File: config.mk
export PLATFORM = sky130hd
export DESIGN_NAME = csi_pckt_gen
export DESIGN_NICKNAME = d
export VERILOG_FILES = /design/src/rtl/csi_pckt_gen.sv
export SDC_FILE = /design/constraint.sdc
export NUM_CORES = 1
export LEC_CHECK = 0
export CAP_MARGIN = 20
export CORE_UTILIZATION = 35
export DETAILED_ROUTE_END_ITERATION = 10
export MAX_ROUTING_LAYER = met4
export PLACE_DENSITY_LB_ADDON = 0.3
export SLEW_MARGIN = 40
export SYNTH_ARGS = -nofsm -noshare
export SYNTH_HDL_FRONTEND = slang
export SYNTH_SLANG_ARGS = --single-unit
File: constraint.sdc
create_clock -name rxbyteclkhs -period 16.5 [get_ports rxbyteclkhs]
set_clock_uncertainty 0.1 [all_clocks]
set_input_delay 1.65 -clock rxbyteclkhs [delete_from_list [all_inputs] [get_ports rxbyteclkhs]]
set_output_delay 1.65 -clock rxbyteclkhs [all_outputs]
set_load 0.005 [all_outputs]
File: src/rtl/csi_pckt_gen.sv
// ---------------------------------------------------------------------------
// csi_pckt_gen -- CSI-2 packet generator (transmit side of the packet-handler
// interface). Turns a frame request plus a streamed pixel payload into
//   SOF short packet, one RAW long packet per line, EOF short packet,
// each followed by GAP_CYCLES idle cycles. All link outputs are registered.
//
// Optional build macro: CSI_PCKT_GEN_CRC_EN
//   defined   -> one CRC-16 word follows every line payload
//   undefined -> the gap follows the last payload word directly
//
// Ports:
//   rxbyteclkhs      in   byte clock, all logic on its rising edge
//   reset            in   asynchronous active-high reset
//   frame_start      in   request one frame (sampled in IDLE only)
//   lines_per_frame  in   line packets per frame (latched at accept)
//   word_count       in   line payload bytes (latched at accept)
//   inject_ecc_err   in   flag the first line header of the frame
//   in_data/in_valid in   payload word stream (low byte first on the link)
//   in_ready         out  generator takes in_data this cycle
//   data_stream      out  payload / CRC word
//   ph_stream        out  packet header {WC_MSB, WC_LSB, DATA_ID}
//   ph_select        out  header cycle
//   valid_stream     out  link active
//   ecc_error        out  header carries an injected ECC error
//   busy             out  frame in progress
//   frame_done       out  pulse with the EOF header
//   underrun         out  pulse with each zero-filled payload word
// ---------------------------------------------------------------------------
module csi_pckt_gen #(
    parameter int          DATA_STREAM_WIDTH = 16,
    parameter int          PH_STREAM_WIDTH   = 24,
    parameter logic [5:0]  DATA_TYPE         = 6'h2B,
    parameter logic [1:0]  VC                = 2'd0,
    parameter int          GAP_CYCLES        = 4
) (
    input  logic                         rxbyteclkhs,
    input  logic                         reset,
    input  logic                         frame_start,
    input  logic [31:0]                  lines_per_frame,
    input  logic [15:0]                  word_count,
    input  logic                         inject_ecc_err,
    input  logic [DATA_STREAM_WIDTH-1:0] in_data,
    input  logic                         in_valid,
    output logic                         in_ready,
    output logic [DATA_STREAM_WIDTH-1:0] data_stream,
    output logic [PH_STREAM_WIDTH-1:0]   ph_stream,
    output logic                         ph_select,
    output logic                         valid_stream,
    output logic                         ecc_error,
    output logic                         busy,
    output logic                         frame_done,
    output logic                         underrun
);

    localparam int GW = (GAP_CYCLES > 1) ? $clog2(GAP_CYCLES) : 1;
    localparam logic [GW-1:0] GAP_LAST = GW'(GAP_CYCLES - 1);

`ifdef CSI_PCKT_GEN_CRC_EN
    typedef enum logic [2:0] {S_IDLE, S_SOF, S_LINE_PH, S_PAYLOAD, S_CRC, S_EOF, S_GAP} state_t;
`else
    typedef enum logic [2:0] {S_IDLE, S_SOF, S_LINE_PH, S_PAYLOAD, S_EOF, S_GAP} state_t;
`endif

    state_t                         state_q;
    logic [31:0]                    lines_q;
    logic [15:0]                    wc_q;
    logic [15:0]                    nwords_q;      // ceil(word_count/2)
    logic                           ecc_inj_q;
    logic [31:0]                    line_cnt_q;
    logic [15:0]                    words_left_q;  // words still to send in PAYLOAD
    logic [GW-1:0]                  gap_cnt_q;
    logic [15:0]                    frame_num_q;
    logic                           eof_sent_q;    // gap after EOF returns to IDLE

    logic                           in_ready_q;
    logic [DATA_STREAM_WIDTH-1:0]   data_q;
    logic [PH_STREAM_WIDTH-1:0]     ph_q;
    logic                           ph_select_q;
    logic                           valid_q;
    logic                           ecc_q;
    logic                           busy_q;
    logic                           frame_done_q;
    logic                           underrun_q;

    logic [15:0]                    nwords_in;
    logic [15:0]                    words_rem;
    logic [DATA_STREAM_WIDTH-1:0]   word_out;

    assign nwords_in = {1'b0, word_count[15:1]} + {15'd0, word_count[0]};

    // The word taken on the edge leaving LINE_PH is the first one, so the
    // remaining count comes from the latched total while in LINE_PH.
    assign words_rem = (state_q == S_LINE_PH) ? nwords_q : words_left_q;

    // The link cannot stall: a missing input word is sent as zero.
    assign word_out  = in_valid ? in_data : '0;

`ifdef CSI_PCKT_GEN_CRC_EN
    logic [15:0] crc_q;
    logic [15:0] crc_lo;
    logic [15:0] crc_next;

    // Reflected CRC-16 (x^16+x^12+x^5+1), bits LSB first.
    function automatic logic [15:0] crc16_byte(input logic [15:0] crc, input logic [7:0] b);
        logic [15:0] c;
        c = crc;
        for (int i = 0; i < 8; i++) begin
            if (c[0] ^ b[i]) c = (c >> 1) ^ 16'h8408;
            else             c = c >> 1;
        end
        return c;
    endfunction

    // The padding byte of an odd-length line is not payload, so it is left
    // out of the checksum.
    assign crc_lo   = crc16_byte(crc_q, word_out[7:0]);
    assign crc_next = (words_rem == 16'd1 && wc_q[0]) ? crc_lo
                                                     : crc16_byte(crc_lo, word_out[15:8]);
`endif

    always_ff @(posedge rxbyteclkhs or posedge reset) begin
        if (reset) begin
            state_q      <= S_IDLE;
            lines_q      <= '0;
            wc_q         <= '0;
            nwords_q     <= '0;
            ecc_inj_q    <= 1'b0;
            line_cnt_q   <= '0;
            words_left_q <= '0;
            gap_cnt_q    <= '0;
            frame_num_q  <= 16'd1;
            eof_sent_q   <= 1'b0;
            in_ready_q   <= 1'b0;
            data_q       <= '0;
            ph_q         <= '0;
            ph_select_q  <= 1'b0;
            valid_q      <= 1'b0;
            ecc_q        <= 1'b0;
            busy_q       <= 1'b0;
            frame_done_q <= 1'b0;
            underrun_q   <= 1'b0;
`ifdef CSI_PCKT_GEN_CRC_EN
            crc_q        <= 16'hFFFF;
`endif
        end else begin
            // Link outputs default to idle; each state sets what it drives.
            in_ready_q   <= 1'b0;
            data_q       <= '0;
            ph_q         <= '0;
            ph_select_q  <= 1'b0;
            valid_q      <= 1'b0;
            ecc_q        <= 1'b0;
            frame_done_q <= 1'b0;
            underrun_q   <= 1'b0;

            case (state_q)
                S_IDLE: begin
                    if (frame_start) begin
                        lines_q     <= lines_per_frame;
                        wc_q        <= word_count;
                        nwords_q    <= nwords_in;
                        ecc_inj_q   <= inject_ecc_err;
                        line_cnt_q  <= '0;
                        eof_sent_q  <= 1'b0;
                        busy_q      <= 1'b1;
                        state_q     <= S_SOF;
                        valid_q     <= 1'b1;
                        ph_select_q <= 1'b1;
                        ph_q        <= {frame_num_q, VC, 6'h00};
                    end
                end

                S_SOF: begin
                    state_q   <= S_GAP;
                    gap_cnt_q <= GAP_LAST;
                end

                S_GAP: begin
                    if (gap_cnt_q != '0) begin
                        gap_cnt_q <= gap_cnt_q - 1'b1;
                    end else if (eof_sent_q) begin
                        state_q <= S_IDLE;
                        busy_q  <= 1'b0;
                    end else if (line_cnt_q == lines_q) begin
                        state_q      <= S_EOF;
                        eof_sent_q   <= 1'b1;
                        valid_q      <= 1'b1;
                        ph_select_q  <= 1'b1;
                        ph_q         <= {frame_num_q, VC, 6'h01};
                        frame_done_q <= 1'b1;
                    end else begin
                        state_q      <= S_LINE_PH;
                        line_cnt_q   <= line_cnt_q + 32'd1;
                        words_left_q <= nwords_q;
                        valid_q      <= 1'b1;
                        ph_select_q  <= 1'b1;
                        ph_q         <= {wc_q, VC, DATA_TYPE};
                        ecc_q        <= ecc_inj_q && (line_cnt_q == '0);
                        in_ready_q   <= (nwords_q != '0);
`ifdef CSI_PCKT_GEN_CRC_EN
                        crc_q        <= 16'hFFFF;
`endif
                    end
                end

                S_LINE_PH, S_PAYLOAD: begin
                    if (words_rem == '0) begin
`ifdef CSI_PCKT_GEN_CRC_EN
                        state_q <= S_CRC;
                        valid_q <= 1'b1;
                        data_q  <= crc_q;
`else
                        state_q   <= S_GAP;
                        gap_cnt_q <= GAP_LAST;
`endif
                    end else begin
                        state_q      <= S_PAYLOAD;
                        valid_q      <= 1'b1;
                        data_q       <= word_out;
                        underrun_q   <= ~in_valid;
                        words_left_q <= words_rem - 16'd1;
                        in_ready_q   <= (words_rem > 16'd1);
`ifdef CSI_PCKT_GEN_CRC_EN
                        crc_q        <= crc_next;
`endif
                    end
                end

`ifdef CSI_PCKT_GEN_CRC_EN
                S_CRC: begin
                    state_q   <= S_GAP;
                    gap_cnt_q <= GAP_LAST;
                end
`endif

                S_EOF: begin
                    // Frame number 0 is reserved, so the counter wraps to 1.
                    frame_num_q <= (frame_num_q == 16'hFFFF) ? 16'd1 : frame_num_q + 16'd1;
                    state_q     <= S_GAP;
                    gap_cnt_q   <= GAP_LAST;
                end

                default: state_q <= S_IDLE;
            endcase
        end
    end

    assign in_ready     = in_ready_q;
    assign data_stream  = data_q;
    assign ph_stream    = ph_q;
    assign ph_select    = ph_select_q;
    assign valid_stream = valid_q;
    assign ecc_error    = ecc_q;
    assign busy         = busy_q;
    assign frame_done   = frame_done_q;
    assign underrun     = underrun_q;

endmodule

Yosys cells after proc, flatten, opt, wreduce, memory -nomap -nowiden
Index checks and enable logic that the tools add are counted.
{"block": "totals", "output_inout_bits": 47, "register_bits": 182, "elab_cells": 117}
{"block": "op_classes", "order_cmp": 1, "eq_ne": 15, "n_mux": 58, "n_bitwise": 1, "addsub": 5, "n_reduce_logical": 18}
{"operator": "16-bit 2-to-1 mux", "n": 9}
{"operator": "32-bit 2-to-1 mux", "n": 4}
{"operator": "24-bit 2-to-1 mux", "n": 4}
{"operator": "32-bit case mux with 2 select lines", "n": 1}
{"operator": "24-bit case mux with 2 select lines", "n": 1}
{"operator": "32-bit by 1-bit adder with 32-bit output (second input constant)", "n": 1}
{"operator": "32-bit == test", "n": 1}
{"operator": "32-bit logical NOT", "n": 1}
{"operator": "16-bit case mux with 2 select lines", "n": 1}
{"operator": "1-bit 2-to-1 mux", "n": 24}
{"operator": "15-bit by 1-bit adder with 16-bit output", "n": 1}
{"operator": "16-bit by 1-bit adder with 16-bit output (second input constant)", "n": 1}
{"operator": "16-bit == test (second input constant)", "n": 1}
{"operator": "16-bit by 1-bit > comparator with 1-bit output (second input constant)", "n": 1}
{"operator": "16-bit logical NOT", "n": 1}
{"operator": "2-bit inequality test (second input constant)", "n": 8}
{"operator": "16-bit nonzero test", "n": 1}
{"operator": "16-bit by 1-bit subtractor with 16-bit output (second input constant)", "n": 1}
{"operator": "3-bit 2-to-1 mux", "n": 5}
{"operator": "3-bit case mux with 4 select lines", "n": 1}
{"operator": "5-bit AND reduction", "n": 2}
{"operator": "1-bit case mux with 2 select lines", "n": 4}
{"operator": "3-bit by 2-bit == test with 1-bit output (second input constant)", "n": 2}
{"operator": "3-bit == test (second input constant)", "n": 2}
{"operator": "14 further kinds", "n": 20}

Depth between registers and ports, before layout
Gate-level depths: netlist (run 1).
{"block": "depth", "word_depth": 6, "depth_mapped": 13}

Least setup slack after synthesis (run 1)
OpenSTA, ideal clock, no wires.
{"block": "synth_path", "path_type": "input to register", "start": "input frame_start", "end": "register line_cnt_q[7]", "cell_stages": 8, "t_arrival_ns": 3.267, "setup_time_ns": 0.078, "required_ns": 16.322, "path_buffers": 1, "path_slack_ns": 13.054, "cell_sequence": "or3b_1 a21o_1 nor2_2 o21ai_2 a211o_1 buf_6 or3_1 a21oi_1"}
{"block": "synth_via", "elab_chain_cells": 2}
{"item": "from (decl)", "line_no": "38", "source": "input logic frame_start,"}
{"item": "2-bit inequality test (no line)"}
{"item": "5-bit AND reduction (no line)"}
{"item": "to (signal assigned)", "line_no": "193", "source": "line_cnt_q <= line_cnt_q + 32'd1;"}
{"item": "to (decl)", "line_no": "69", "source": "logic [31:0] line_cnt_q;"}
Every way passes these cells.
A chain may end at the register's enable or synchronous reset.

Worst setup path in the final report (run 1)
{"block": "layout_path", "start": "input frame_start", "end": "register line_cnt_q[9]"}
The elaborated chain is that of the path after synthesis.

==> summary.txt, run 1 <==
Route
  • Routed WL per cell: approximately 16 um
  • Via density per instance: ~5.2
  • Post-route ant nets: 0
  • Router iterations before antenna repair: 7
  • Final wirelength: around 23 mm
  • DR vias: roughly 7.5k
  • DRC errors left: 0
  • Initial drt markers: ~670

Pwr
  • Worst VDD drop: 0.0622 mV
  • Power Density: 138 nW/um^2
  • Leak: about 5 nW
  • Power consumption: 1.52 mW

Synth
  • Cells after Synth: about 1k
  • Synth warnings: 0
  • Post-synth top area share: 0.481
  • Number of synthesized flops with an enable pin: 0
  • Register bit total from synthesis: between 150 and 200
  • Top FF cell, synth: dfrtp_1
  • Synthesized area per cell: about 9 um^2
  • Synth area leaders: dfrtp_1 48%, nand2_1 9.1%, xor2_1 4.4%
  • Syn Std Cell Area: a little over 9000 um^2
  • Synth area leader: dfrtp_1
  • FFs w/ async S/R, synth: 1.00
  • Distinct cells, synth: 74
  • Register area share after synthesis: 0.484

Clock tree
  • Total clock sinks: ~180
  • Cts hold-fix bufs: 0
  • TritonCTS clock tree: yes
  • Clock latency on the worst-skew pair: 0.43 ns
  • Post-cts resize count: 0
  • Clock Path Buffers: 2
  • H-tree Lvls: 4
  • Setup bufs post-CTS: 0
  • Num CTS Buffers: 17
  • CTS clock-pin slew for the worst setup and hold paths: ~0.070 ns
  • CTS root buffer: clkbuf_16

Floorplan
  • Chip width: between 150 and 200 um
  • Initial Utilization: 0.360
  • Row cnt: 58
  • IO Pins: approximately 120
  • Chip Height: around 160 um
  • Core ar.: around 25000 um^2
  • Die area: roughly 27000 um^2

Final layout
  • Layout cells sized above 1: 0.0653
  • Non-filler cells, final: 1433
  • Post-layout nets: about 1.2k
  • Design area: roughly 11000 um^2
  • Most frequent cells in the layout: 220 x nand2_1, 175 x dfrtp_1, 111 x clkdlybuf4s50_1
  • Commonest non-fill, non-tap cell in the layout: nand2_1
  • Area grow syn2layout: 21.0%
  • Diodes inserted: 0
  • Final core utilization: 0.435

Global routing
  • Wire length of the first global-routing pass: ~38 mm
  • Pin count of the biggest net entering global routing: about 110
  • Initial antenna violation count: 0
  • Number of global-route vias before repair: 7060
  • GR Overflow Total: 0
  • Total track usage: 0.186

Min path
  • Worst Hold Class: flop to flop
  • Worst Hold Depth: 2

Critical path
  • Internal reg-to-reg setup slack: approximately 13 ns
  • Worst Setup SP: frame_start
  • Worst Path Max Fanout: 16
  • Crit Path Class: primary input to flop
  • CP endpoint kind: flop
  • CP Launch Type: primary input
  • Worst R2R Path Depth: 8
  • R2r startpoint: state_q[0]
  • Worst R2R End: words_left_q[8]
  • Required @ worst endpoint: 16.75 ns
  • Setup crit end: line_cnt_q[9]
  • Crit path DAT: around 4.3 ns

Timing
  • Setup ws final: ~12 ns
  • Final setup viols: 0
  • Max-slew violations: 0
  • Setup TNS: 0 ns
  • Hold WS: 0.387 ns
  • Fmax: around 250 MHz
  • Worst relative slew slack: 0.468
  • Hold Fails Final Rpt: 0
  • Tmin final: slightly above 4 ns
  • Fin crit share: 0.245
  • RSZ-0062 raised after global routing: no
  • Slew at the pin closest to its max-slew limit: ~0.8 ns

Status
  • Status: completed

Placed design
  • Final Wtd Congestion: a little under 0.9
  • Detailed Place HPWL: between 15 and 20 mm
  • Place WS: roughly 12 ns
  • # placed instances: 1401
  • Dpl cell area: 10400 um^2
  • IO buf count: ~110

Run
  • Max Cap Viol: 0
[cell families (layout without fill, tap and decap cells)]
kind of cell,count (synthesis),count (layout),share of synthesized area
and+or+nand+nor,468,468,0.241
AOI/OAI and AO/OA,183,183,0.140
DFF,176,176,0.484
buffers and inverters,99,187,0.0482
xor gates and xnor gates,68,68,0.0654
adders and majority gates,9,9,0.0124
muxes,8,8,0.00907
other,1,4,0.000412
[flip-flops by register name, indices dropped and copies added (netlist names), 16 cells and up]
signal        count
data_stream      16
line_cnt_q       32
words_left_q     16
frame_num_q      16
nwords_q         16
ph_stream        18
lines_q          32
wc_q             16
[cell usage after synthesis (all sizes together), types with 3 or more instances]
master	number
and3	22
nor3	25
a41o	3
a211oi	12
nor2	66
o21ai	48
and2	3
dfrtp	175
a22oi	4
buf	31
a31oi	14
inv	35
o211ai	3
a21o	9
a22o	16
or3	13
nand2b	7
mux2i	6
nand2	221
a311oi	5
nand4	27
and4	3
or2	5
a31o	3
o21a	7
nand3	42
clkbuf	33
xnor2	22
xor2	46
o22ai	3
or4	3
a221oi	4
nor4	22
a21oi	35
ha	9
[worst max-delay path, stage by stage]
cell	delay, ns
clkdlybuf4s50_1	0.57
or3b_1	0.37
a21o_1	0.21
nor2_2	0.16
o21ai_2	0.23
a211o_1	0.52
or3_1	0.40
a21oi_1	0.16
[layout make-up]
cell class | instances | area [um^2]
tap | 330 | 413
inverter | 35 | 139
clock buffer | 21 | 460
multi-input combinational | 740 | 4290
sequential | 176 | 4410
timing repair buffer | 120 | 1190
clock inverter | 11 | 120
fill | 2489 | 14300
[metal layers]
metal  part of all wire  global-route usage  up-vias
li1                   -                   -     3658
met1               0.46               0.248     3592
met2               0.47               0.285      226
met3              0.050              0.0302       33
met4              0.021              0.0650        0
met5                  0                   -        -
[how the worst min path moves through the flow]
| stage | from | to | slack, ns |
|---|---|---|---|
| 6_report | ecc_inj_q | ecc_inj_q | 0.39 |
| 4_1_cts | wc_q[0] | wc_q[0] | 0.39 |
| 2_1_floorplan | ecc_inj_q | ecc_inj_q | 0.35 |
| 3_3_place_gp | gap_cnt_q[0] | gap_cnt_q[0] | 0.37 |
| 5_1_grt | wc_q[7] | wc_q[7] | 0.41 |
| 3_5_place_dp | wc_q[0] | wc_q[0] | 0.37 |
[where the power goes]
part / internal, mW / total, mW / leakage (nW) / switching (mW)
sequential: 0.552 / 0.686 / 2.32 / 0.135
combinational: 0.190 / 0.431 / 2.42 / 0.241
clock: 0.221 / 0.402 / 0.285 / 0.181
total: 0.962 / 1.52 / 5.02 / 0.557
Power figures use the tool's default switching activity.
==> run 2, diff against run 1 <==
==> constraint.sdc (replaced) <==
create_clock -name rxbyteclkhs -period 4.23 [get_ports rxbyteclkhs]
set_clock_uncertainty 0.1 [all_clocks]
set_input_delay 0.423 -clock rxbyteclkhs [delete_from_list [all_inputs] [get_ports rxbyteclkhs]]
set_output_delay 0.423 -clock rxbyteclkhs [all_outputs]
set_load 0.005 [all_outputs]
==> run 2 against run 1 <==
- register-to-register slack worse by 12 ns
- cell count increased by 0.49%
- non-clock buffer count up 7
- sequential share of layout area fell by 0.32 points
- worst setup slack worse by 11 ns
- worst hold slack lost 0.0076 ns
- count of clock-buffer cells in the layout decreased by 3
- critical path type is now flop to flop
- critical endpoint is now words_left_q[12]
- largest power group unchanged
==> summary.txt, run 2 (synthesis gave the netlist of run 1 again) <==
Clock tree
  • CTS root buffer: clkbuf_16
  • Num CTS Buffers: 17
  • Cts hold-fix bufs: 0
  • Post-cts resize count: 0
  • TritonCTS clock tree: yes
  • Total clock sinks: about 180
  • Setup bufs post-CTS: 0
  • H-tree Lvls: 4
  • Clock latency on the worst-skew pair: about 0.44 ns
  • Clock Path Buffers: 2
  • CTS clock-pin slew for the worst setup and hold paths: about 0.070 ns

Final layout
  • Diodes inserted: 0
  • Post-layout nets: roughly 1.2k
  • Most frequent cells in the layout: 220 x nand2_1, 175 x dfrtp_1, 111 x clkdlybuf4s50_1
  • Layout cells sized above 1: 0.0712
  • Area grow syn2layout: 22.0%
  • Non-filler cells, final: roughly 1.4k
  • Commonest non-fill, non-tap cell in the layout: nand2_1

Route
  • Final wirelength: around 24 mm
  • Post-route ant nets: 0
  • DRC errors left: 0
  • Router iterations before antenna repair: 5
  • DR vias: between 7k and 8k
  • Via density per instance: ~5.3
  • Initial drt markers: 679
  • Routed WL per cell: about 16 um

Min path
  • Worst Hold Class: flop to flop
  • Hold Startpoint: wc_q[11]

Timing
  • Worst relative slew slack: 0.457
  • Slew at the pin closest to its max-slew limit: 0.814 ns
  • Fin crit share: 0.768
  • Setup ws final: 0.983 ns
  • Hold WS: 0.380 ns
  • Fmax: a little over 300 MHz
  • Hold Fails Final Rpt: 0
  • Final setup viols: 0
  • Max-slew violations: 0
  • RSZ-0062 raised after global routing: no
  • Setup TNS: 0 ns
  • Tmin final: ~3.2 ns

Floorplan
  • Chip width: around 160 um
  • Row cnt: 58
  • Core ar.: between 20000 and 30000 um^2
  • Chip Height: ~160 um
  • IO Pins: roughly 120
  • Initial Utilization: 0.360
  • Die area: roughly 27000 um^2

Placed design
  • Place WS: 0.952 ns
  • Detailed Place HPWL: approximately 16 mm
  • IO buf count: roughly 110
  • # placed instances: roughly 1.4k
  • Final Wtd Congestion: between 0.8 and 0.9

Global routing
  • Pin count of the biggest net entering global routing: 70
  • Wire length of the first global-routing pass: around 39 mm
  • Total track usage: 0.193
  • Number of global-route vias before repair: around 7.4k
  • Initial antenna violation count: 0
  • GR Overflow Total: 0

Critical path
  • Levels on crit path: 7
  • R2r startpoint: state_q[2]
  • Crit path DAT: about 3.5 ns
  • Worst R2R Path Depth: 7
  • Worst path slowest cell: dfrtp_1
  • Crit Path Class: flop to flop
  • CP max stage delay: about 0.6 ns
  • Setup crit end: words_left_q[12]
  • CP endpoint kind: flop
  • Worst Setup SP: state_q[2]
  • Top Family by Delay on Critical Path: compound AO/OA/AOI/OAI gates
  • Worst R2R End: words_left_q[12]
  • Worst Path Max Fanout: 14
  • CP Buf/Inv Count: 0
  • CP Launch Type: flop
  • Internal reg-to-reg setup slack: a little under 1 ns
  • Required @ worst endpoint: around 4.5 ns
  • Crit path cell chain: or3b_1, nand4b_1, o41ai_4, a31o_1, a311oi_1, a21o_1, a221oi_2

Status
  • Status: completed

Pwr
  • Worst VDD drop: 0.262 mV
  • Leak: 5.08 nW
  • Power Density: roughly 550 nW/um^2
  • Power consumption: 6.09 mW

Run
  • Max Cap Viol: 0
## run 2: layer usage
metal  wire length, um  GRT usage  part of all wire
met4               463     0.0684             0.020
met1             10900      0.252              0.46
met2             11100      0.303              0.47
met5                 0          -                 0
met3              1200     0.0277             0.051
## run 2: layout make-up
cell class                      count  area [um^2]
Clock buffer                       18          439
Clock inverter                     14          190
Fill cell                        2470        14200
Inverter                           35          135
Multi-Input combinational cell    740         4290
Sequential cell                   176         4410
Tap cell                          330          413
Timing Repair Buffer              127         1240
## run 2: metrics by stage
stage,area (um^2),utilization
floorplan,9120,-
finish,11100,0.439
global placement,10500,0.413
detailed placement,10500,0.414
global route,11100,0.439
CTS,11100,0.439
## run 2: worst min-delay path by stage
stage	endpoint	slack, ns	depth (start not counted)
after floorplan	ecc_inj_q	0.35	2
after global placement	wc_q[6]	0.36	2
after detailed placement	wc_q[14]	0.36	2
after CTS	wc_q[14]	0.38	2
after global routing	wc_q[14]	0.40	2
final	wc_q[11]	0.38	2
## run 2: power by group
part	internal (mW)	total (mW)	switching, mW
clock	0.924	1.70	0.779
combinational	0.747	1.69	0.945
sequential	2.15	2.70	0.548
## run 2: tightest hold or removal path, stage by stage, from the launching register on
cell     delay, ns
dfrtp_1       0.35
nand2_1       0.05
nand2_1       0.05
